**config.mk**
```make
export PLATFORM = sky130hd
export DESIGN_NAME = date_setter
export DESIGN_NICKNAME = d
export VERILOG_FILES = /design/src/rtl/date_pkg.sv /design/src/rtl/bcd2_updown.sv /design/src/rtl/date_setter.sv
export SDC_FILE = /design/constraint.sdc
export NUM_CORES = 1
export LEC_CHECK = 0
export ABC_AREA = 1
export CAP_MARGIN = 10
export CELL_PAD_IN_SITES_DETAIL_PLACEMENT = 1
export CELL_PAD_IN_SITES_GLOBAL_PLACEMENT = 2
export CORE_MARGIN = 4
export CORE_UTILIZATION = 28
export DETAILED_ROUTE_END_ITERATION = 7
export PLACE_DENSITY_LB_ADDON = 0.3
export SYNTH_ARGS = -nofsm -noshare
export SYNTH_HDL_FRONTEND = slang
export SYNTH_HIERARCHICAL = 1
export SYNTH_SLANG_ARGS = --single-unit
```
**constraint.sdc**
```tcl
create_clock -name clk -period 2.45 [get_ports clk]
set_input_delay 0.49 -clock clk [delete_from_list [all_inputs] [get_ports clk]]
set_output_delay 0.49 -clock clk [all_outputs]
set_load 0.1 [all_outputs]
```
**src/rtl/date_pkg.sv**
```systemverilog
// Shared types, field codes, range constants and month-length lookup for the date editor.
// Optional feature macro: LEAP_YEAR_EN (29-day February in years divisible by 4).
package date_pkg;

  typedef enum logic [2:0] {
    IDLE       = 3'd0,
    EDIT_YEAR  = 3'd1,
    EDIT_MONTH = 3'd2,
    EDIT_DAY   = 3'd3,
    COMMIT     = 3'd4
  } state_t;

  localparam logic [1:0] FIELD_NONE  = 2'd0;
  localparam logic [1:0] FIELD_YEAR  = 2'd1;
  localparam logic [1:0] FIELD_MONTH = 2'd2;
  localparam logic [1:0] FIELD_DAY   = 2'd3;

  localparam logic [7:0] YEAR_MIN  = 8'h00;
  localparam logic [7:0] YEAR_MAX  = 8'h99;
  localparam logic [7:0] MONTH_MIN = 8'h01;
  localparam logic [7:0] MONTH_MAX = 8'h12;
  localparam logic [7:0] DAY_MIN   = 8'h01;

  function automatic logic [1:0] field_for(input state_t s);
    case (s)
      EDIT_YEAR:  field_for = FIELD_YEAR;
      EDIT_MONTH: field_for = FIELD_MONTH;
      EDIT_DAY:   field_for = FIELD_DAY;
      default:    field_for = FIELD_NONE;
    endcase
  endfunction

`ifdef LEAP_YEAR_EN
  // Divisible by 4 in BCD: even tens with units 0/4/8, odd tens with units 2/6.
  function automatic logic is_leap(input logic [7:0] year);
    if (year[4]) begin
      is_leap = (year[3:0] == 4'h2) || (year[3:0] == 4'h6);
    end else begin
      is_leap = (year[3:0] == 4'h0) || (year[3:0] == 4'h4) || (year[3:0] == 4'h8);
    end
  endfunction
`endif

  function automatic logic [7:0] max_day(input logic [7:0] month, input logic [7:0] year);
    case (month)
      8'h04, 8'h06, 8'h09, 8'h11: max_day = 8'h30;
`ifdef LEAP_YEAR_EN
      8'h02: max_day = is_leap(year) ? 8'h29 : 8'h28;
`else
      8'h02: max_day = 8'h28;
`endif
      default: max_day = 8'h31;
    endcase
  endfunction

endpackage

```
**src/rtl/bcd2_updown.sv**
```systemverilog
// Two-digit BCD single step up or down with wrap between min and max.
module bcd2_updown (
  input  logic [7:0] value,
  input  logic [7:0] min,
  input  logic [7:0] max,
  input  logic       inc,
  input  logic       dec,
  output logic [7:0] result
);

  // Values outside [min,max] wrap as if they sat on the nearest bound.
  always_comb begin
    result = value;
    if (inc && !dec) begin
      if (value >= max) begin
        result = min;
      end else if (value[3:0] >= 4'h9) begin
        result = {value[7:4] + 4'h1, 4'h0};
      end else begin
        result = {value[7:4], value[3:0] + 4'h1};
      end
    end else if (dec && !inc) begin
      if (value <= min) begin
        result = max;
      end else if (value[3:0] == 4'h0) begin
        result = {value[7:4] - 4'h1, 4'h9};
      end else begin
        result = {value[7:4], value[3:0] - 4'h1};
      end
    end else begin
      result = value;
    end
  end

endmodule

```
**src/rtl/date_setter.sv**
```systemverilog
// Button-driven date editor: capture, step year/month/day in BCD, then strobe load.
// Optional feature macro: LEAP_YEAR_EN (see date_pkg::max_day).
module date_setter
  import date_pkg::*;
(
  input  logic       clk,
  input  logic       rst,
  input  logic       set_btn,
  input  logic       inc_btn,
  input  logic       dec_btn,
  input  logic [3:0] cur_year_y1,
  input  logic [3:0] cur_year_y0,
  input  logic [3:0] cur_month_m1,
  input  logic [3:0] cur_month_m0,
  input  logic [3:0] cur_day_d1,
  input  logic [3:0] cur_day_d0,
  output logic [3:0] year_y1,
  output logic [3:0] year_y0,
  output logic [3:0] month_m1,
  output logic [3:0] month_m0,
  output logic [3:0] day_d1,
  output logic [3:0] day_d0,
  output logic       load,
  output logic       editing,
  output logic [1:0] field
);

  state_t     state;
  state_t     next_state;
  logic [7:0] year;
  logic [7:0] month;
  logic [7:0] day;
  logic [7:0] year_next;
  logic [7:0] month_next;
  logic [7:0] day_next;
  logic [7:0] day_max;
  logic       step_inc;
  logic       step_dec;

  // set_btn takes priority, so a coincident inc/dec is dropped.
  assign step_inc = inc_btn & ~set_btn;
  assign step_dec = dec_btn & ~set_btn;
  assign day_max  = max_day(month, year);

  bcd2_updown u_year (
    .value(year), .min(YEAR_MIN), .max(YEAR_MAX),
    .inc(step_inc), .dec(step_dec), .result(year_next)
  );

  bcd2_updown u_month (
    .value(month), .min(MONTH_MIN), .max(MONTH_MAX),
    .inc(step_inc), .dec(step_dec), .result(month_next)
  );

  bcd2_updown u_day (
    .value(day), .min(DAY_MIN), .max(day_max),
    .inc(step_inc), .dec(step_dec), .result(day_next)
  );

  // Next-state logic of the edit sequence.
  always_comb begin
    next_state = state;
    case (state)
      IDLE:       if (set_btn) next_state = EDIT_YEAR;  else next_state = IDLE;
      EDIT_YEAR:  if (set_btn) next_state = EDIT_MONTH; else next_state = EDIT_YEAR;
      EDIT_MONTH: if (set_btn) next_state = EDIT_DAY;   else next_state = EDIT_MONTH;
      EDIT_DAY:   if (set_btn) next_state = COMMIT;     else next_state = EDIT_DAY;
      COMMIT:     next_state = IDLE;
      default:    next_state = IDLE;
    endcase
  end

  // State, date registers and status outputs, all registered from next_state.
  always_ff @(posedge clk) begin
    if (rst) begin
      state   <= IDLE;
      year    <= YEAR_MIN;
      month   <= MONTH_MIN;
      day     <= DAY_MIN;
      load    <= 1'b0;
      editing <= 1'b0;
      field   <= FIELD_NONE;
    end else begin
      state   <= next_state;
      load    <= (next_state == COMMIT);
      editing <= (next_state != IDLE);
      field   <= field_for(next_state);
      case (state)
        IDLE: begin
          if (set_btn) begin
            year  <= {cur_year_y1, cur_year_y0};
            month <= {cur_month_m1, cur_month_m0};
            day   <= {cur_day_d1, cur_day_d0};
          end
        end
        EDIT_YEAR: begin
          if (!set_btn) year <= year_next;
        end
        EDIT_MONTH: begin
          // Leaving month edit: pull an over-long day back to the month's length.
          if (set_btn) begin
            if (day > day_max) day <= day_max;
          end else begin
            month <= month_next;
          end
        end
        EDIT_DAY: begin
          if (!set_btn) day <= day_next;
        end
        default: begin
        end
      endcase
    end
  end

  assign year_y1  = year[7:4];
  assign year_y0  = year[3:0];
  assign month_m1 = month[7:4];
  assign month_m0 = month[3:0];
  assign day_d1   = day[7:4];
  assign day_d0   = day[3:0];

endmodule

```
==> impl_metrics.yaml <==
clock_tree:
  cts_made_buffers: 5
  clock_sinks: 31
  postCtsHoldBufs: 0
  clk_latency_ps: 280
  htreeDepth: 2
  clk_pin_slew_ps: 60
  cts_max_path_buffers: 2
  cts_tree: "built"
  clockRootBuffer: "clkbuf_16"
worst_setup_path:
  path_max_fanout: 6
  end_kind: "flip-flop"
  r2r_start: "month[3]"
  rr_worst_depth: 20
  rr_endpoint: "day[5]"
  path_class: "reg2reg"
  regToRegSetupSlack_ps: 50
  arrival_ps: 2570
  start_kind: "flip-flop"
  cp.required_ps: 2620
power_and_ir_drop:
  p_leak_nw: 3.64
  power.total_mw: 3.42
  vdd.ir_drop.worst_mv: 0.326
  p_per_area_nw_per_um2: 481
yosys:
  yosysWarnings: 6
  synthDistinctLibCells: 37
  synth_largest_area_cell: "nand2_1"
  synthCells: 864
  netlist.area_leader.share_pct: 17.3
  ys_seq_area_share_pct: 12.0
  avgSynthCellArea_sq_um: 5.97
  netlist_top_cells_area: "nand2_1 17%, ha_1 16%, dfxtp_1 12%"
  synth_seq_cells: 31
  synth_area_sq_um: 5160
sta:
  tightest_slew_ps: 689
  setup_slack_ps: 46.1
  tns_ps: 0
  period_minus_slack_ps: 2400
  rsz0062_at_grt: "true"
  skew_ps: 5.88
  finalSetupViolCount: 0
  holdWs_ps: 604
  period_share_pct: 98.1
  slew_headroom_pct: 53.9
  hold_violations: 0
  slew_violations: 0
  max_freq_mhz: 416
finish:
  layout_commonest_cell: "nand2_1"
  nFillCells: 2435
  antennaDiodeCount: 0
  multi_input_area_sq_um: 4350
  layout.cells.non_filler: 1277
  mostFrequentLayoutCells: "225 x nand2_1, 122 x inv_1, 91 x buf_4, 89 x nand3_1, 62 x ha_1"
  drive_gt1_share_pct: 23.3
  design_area_sq_um: 7110
  area_growth_pct: 37.8
  postLayoutCoreUtil_pct: 39.4
  final_nets: 1141
  regArea_sq_um: 668
global_route:
  grt_pass1_wl_mm: 30.7
  overflow: 0
  grt_max_degree: 22
  antenna_found_initial: 0
  grt_busiest_layer: "met2"
  grt_util_met2_pct: 30.8
  track_usage_pct: 18.7
  grtUsageMet1_pct: 27.3
  use_met3_pct: 2.10
  grt_pass1_vias: 5784
detailed_routing:
  dr.pass1.iters: 5
  wire_per_inst_um: 15.6
  totalWireLength_mm: 19.9
  vias_per_cell: 4.76
  antenna_left: 0
  drc: 0
  drt_iter0_drc: 304
  vias: 6083
floorplanning:
  chipHeight_um: 144
  start_util_pct: 28.6
  core_area_sq_um: 18000
  die_area_sq_um: 20700
  rows: 49
  fp.dieW_um: 144
  ios: 57
placement:
  place_congestion: 0.834
  port-buffer-count: 56
  post_dp_cell_area_sq_um: 6590
  dp_hpwl_mm: 15.7
  dp_slack_ps: -202
  placedCellCount: 1251
worst_hold_path:
  min_from: "day[6]"
  hold_path_end: "day[6]"
  min_path_type: "reg2reg"
  hold-path-cell-count: 2
run_status:
  status: "finished, final reports clean"
run:
  cap_violations: 0
[layout make-up]
class | count | share of cell area, %
Multi-Input combinational cell | 734 | 61.2
Timing Repair Buffer | 126 | 14.9
Sequential cell | 31 | 9.40
Inverter | 149 | 8.15
Tap cell | 229 | 4.03
Clock buffer | 6 | 2.11
Clock inverter | 2 | 0.194
[Yosys cell counts]
library cell / n
xor2_1: 12
a21oi_2: 3
a31oi_1: 8
a21oi_1: 51
o21ai_1: 23
inv_1: 130
dfxtp_1: 31
clkinv_1: 3
nand3_2: 6
o21ai_4: 3
inv_2: 13
nand4_4: 3
o21a_1: 3
nor2_2: 7
buf_4: 1
conb_1: 2
nand2_1: 238
buf_2: 5
nand4_1: 21
o211ai_1: 11
nor3_4: 1
buf_6: 6
nor3_1: 6
nor3_2: 2
or2_0: 1
inv_4: 3
a21o_1: 3
nand2_4: 8
nor2_4: 6
clkbuf_1: 3
ha_1: 65
and2_1: 2
nor2_1: 47
nand3_1: 91
nand2_2: 10
o21ai_0: 35
o22ai_1: 1
[cell families after synthesis]
group	Yosys count	share of synthesized area (%)
fa+ha+maj	65	15.8
flops	31	12.0
other cells	2	0.146
buf+inv	164	13.1
compound gates	141	15.6
xor+xnor	12	2.04
simple gates	449	41.3
[per-layer routing]
| metal | up-vias | wire [um] |
|---|---|---|
| li1 | 3143 | - |
| met1 | 2842 | 10100 |
| met2 | 89 | 9070 |
| met3 | 9 | 672 |
| met4 | 0 | 67 |
| met5 | - | 0 |
[registers in the layout, summed over array words and instances, names as in the netlist]
register / count
day: 8
year: 8
field: 2
month: 8
editing: 1
load: 1
state: 3
[what timing repair did]
| item | CTS | global route |
|---|---|---|
| buffers inserted | 3 | 9 |
| pin swaps | 17 | 36 |
| setup endpoints to repair | 6 | 19 |
| resized for setup | 17 | 39 |
| gates cloned | 0 | 6 |
| endpoints found under the hold margin | 0 | 0 |
[worst max-delay path: stages (launching register included)]
cell and delay, ps:
dfxtp_4 360, inv_4 60, nand2_4 50, nor2_4 140
nand2_4 70, inv_4 60, inv_4 40, ha_4 280
nand2_4 50, inv_2 40, nand4_1 150, buf_6 180
nand3_4 120, buf_4 130, a21oi_1 50, o21ai_1 110
nand2_1 80, o22ai_1 110, nand3_1 80, nand2_1 80
nor2_1 50
[how the worst max path moves through the flow]
stage          depth (start not counted)  slack [ps]     start       to
4_1_cts                               22        -0.8  month[6]   day[3]
6_report                              20          50  month[3]   day[5]
3_5_place_dp                          12        -200   inc_btn  year[6]
5_1_grt                               21        -150  month[3]   day[3]
2_1_floorplan                         19         -20  month[5]   day[4]
3_3_place_gp                          12        -150   inc_btn  year[4]
[report_power, final]
part	total (mW)	leakage, nW	switching, mW	internal [mW]
Sequential	0.662	0.265	0.0971	0.565
Clock	0.678	0.0820	0.240	0.438
Combinational	2.08	3.30	1.39	0.689
Total	3.42	3.64	1.73	1.69
(Power assumes the default switching activity.)
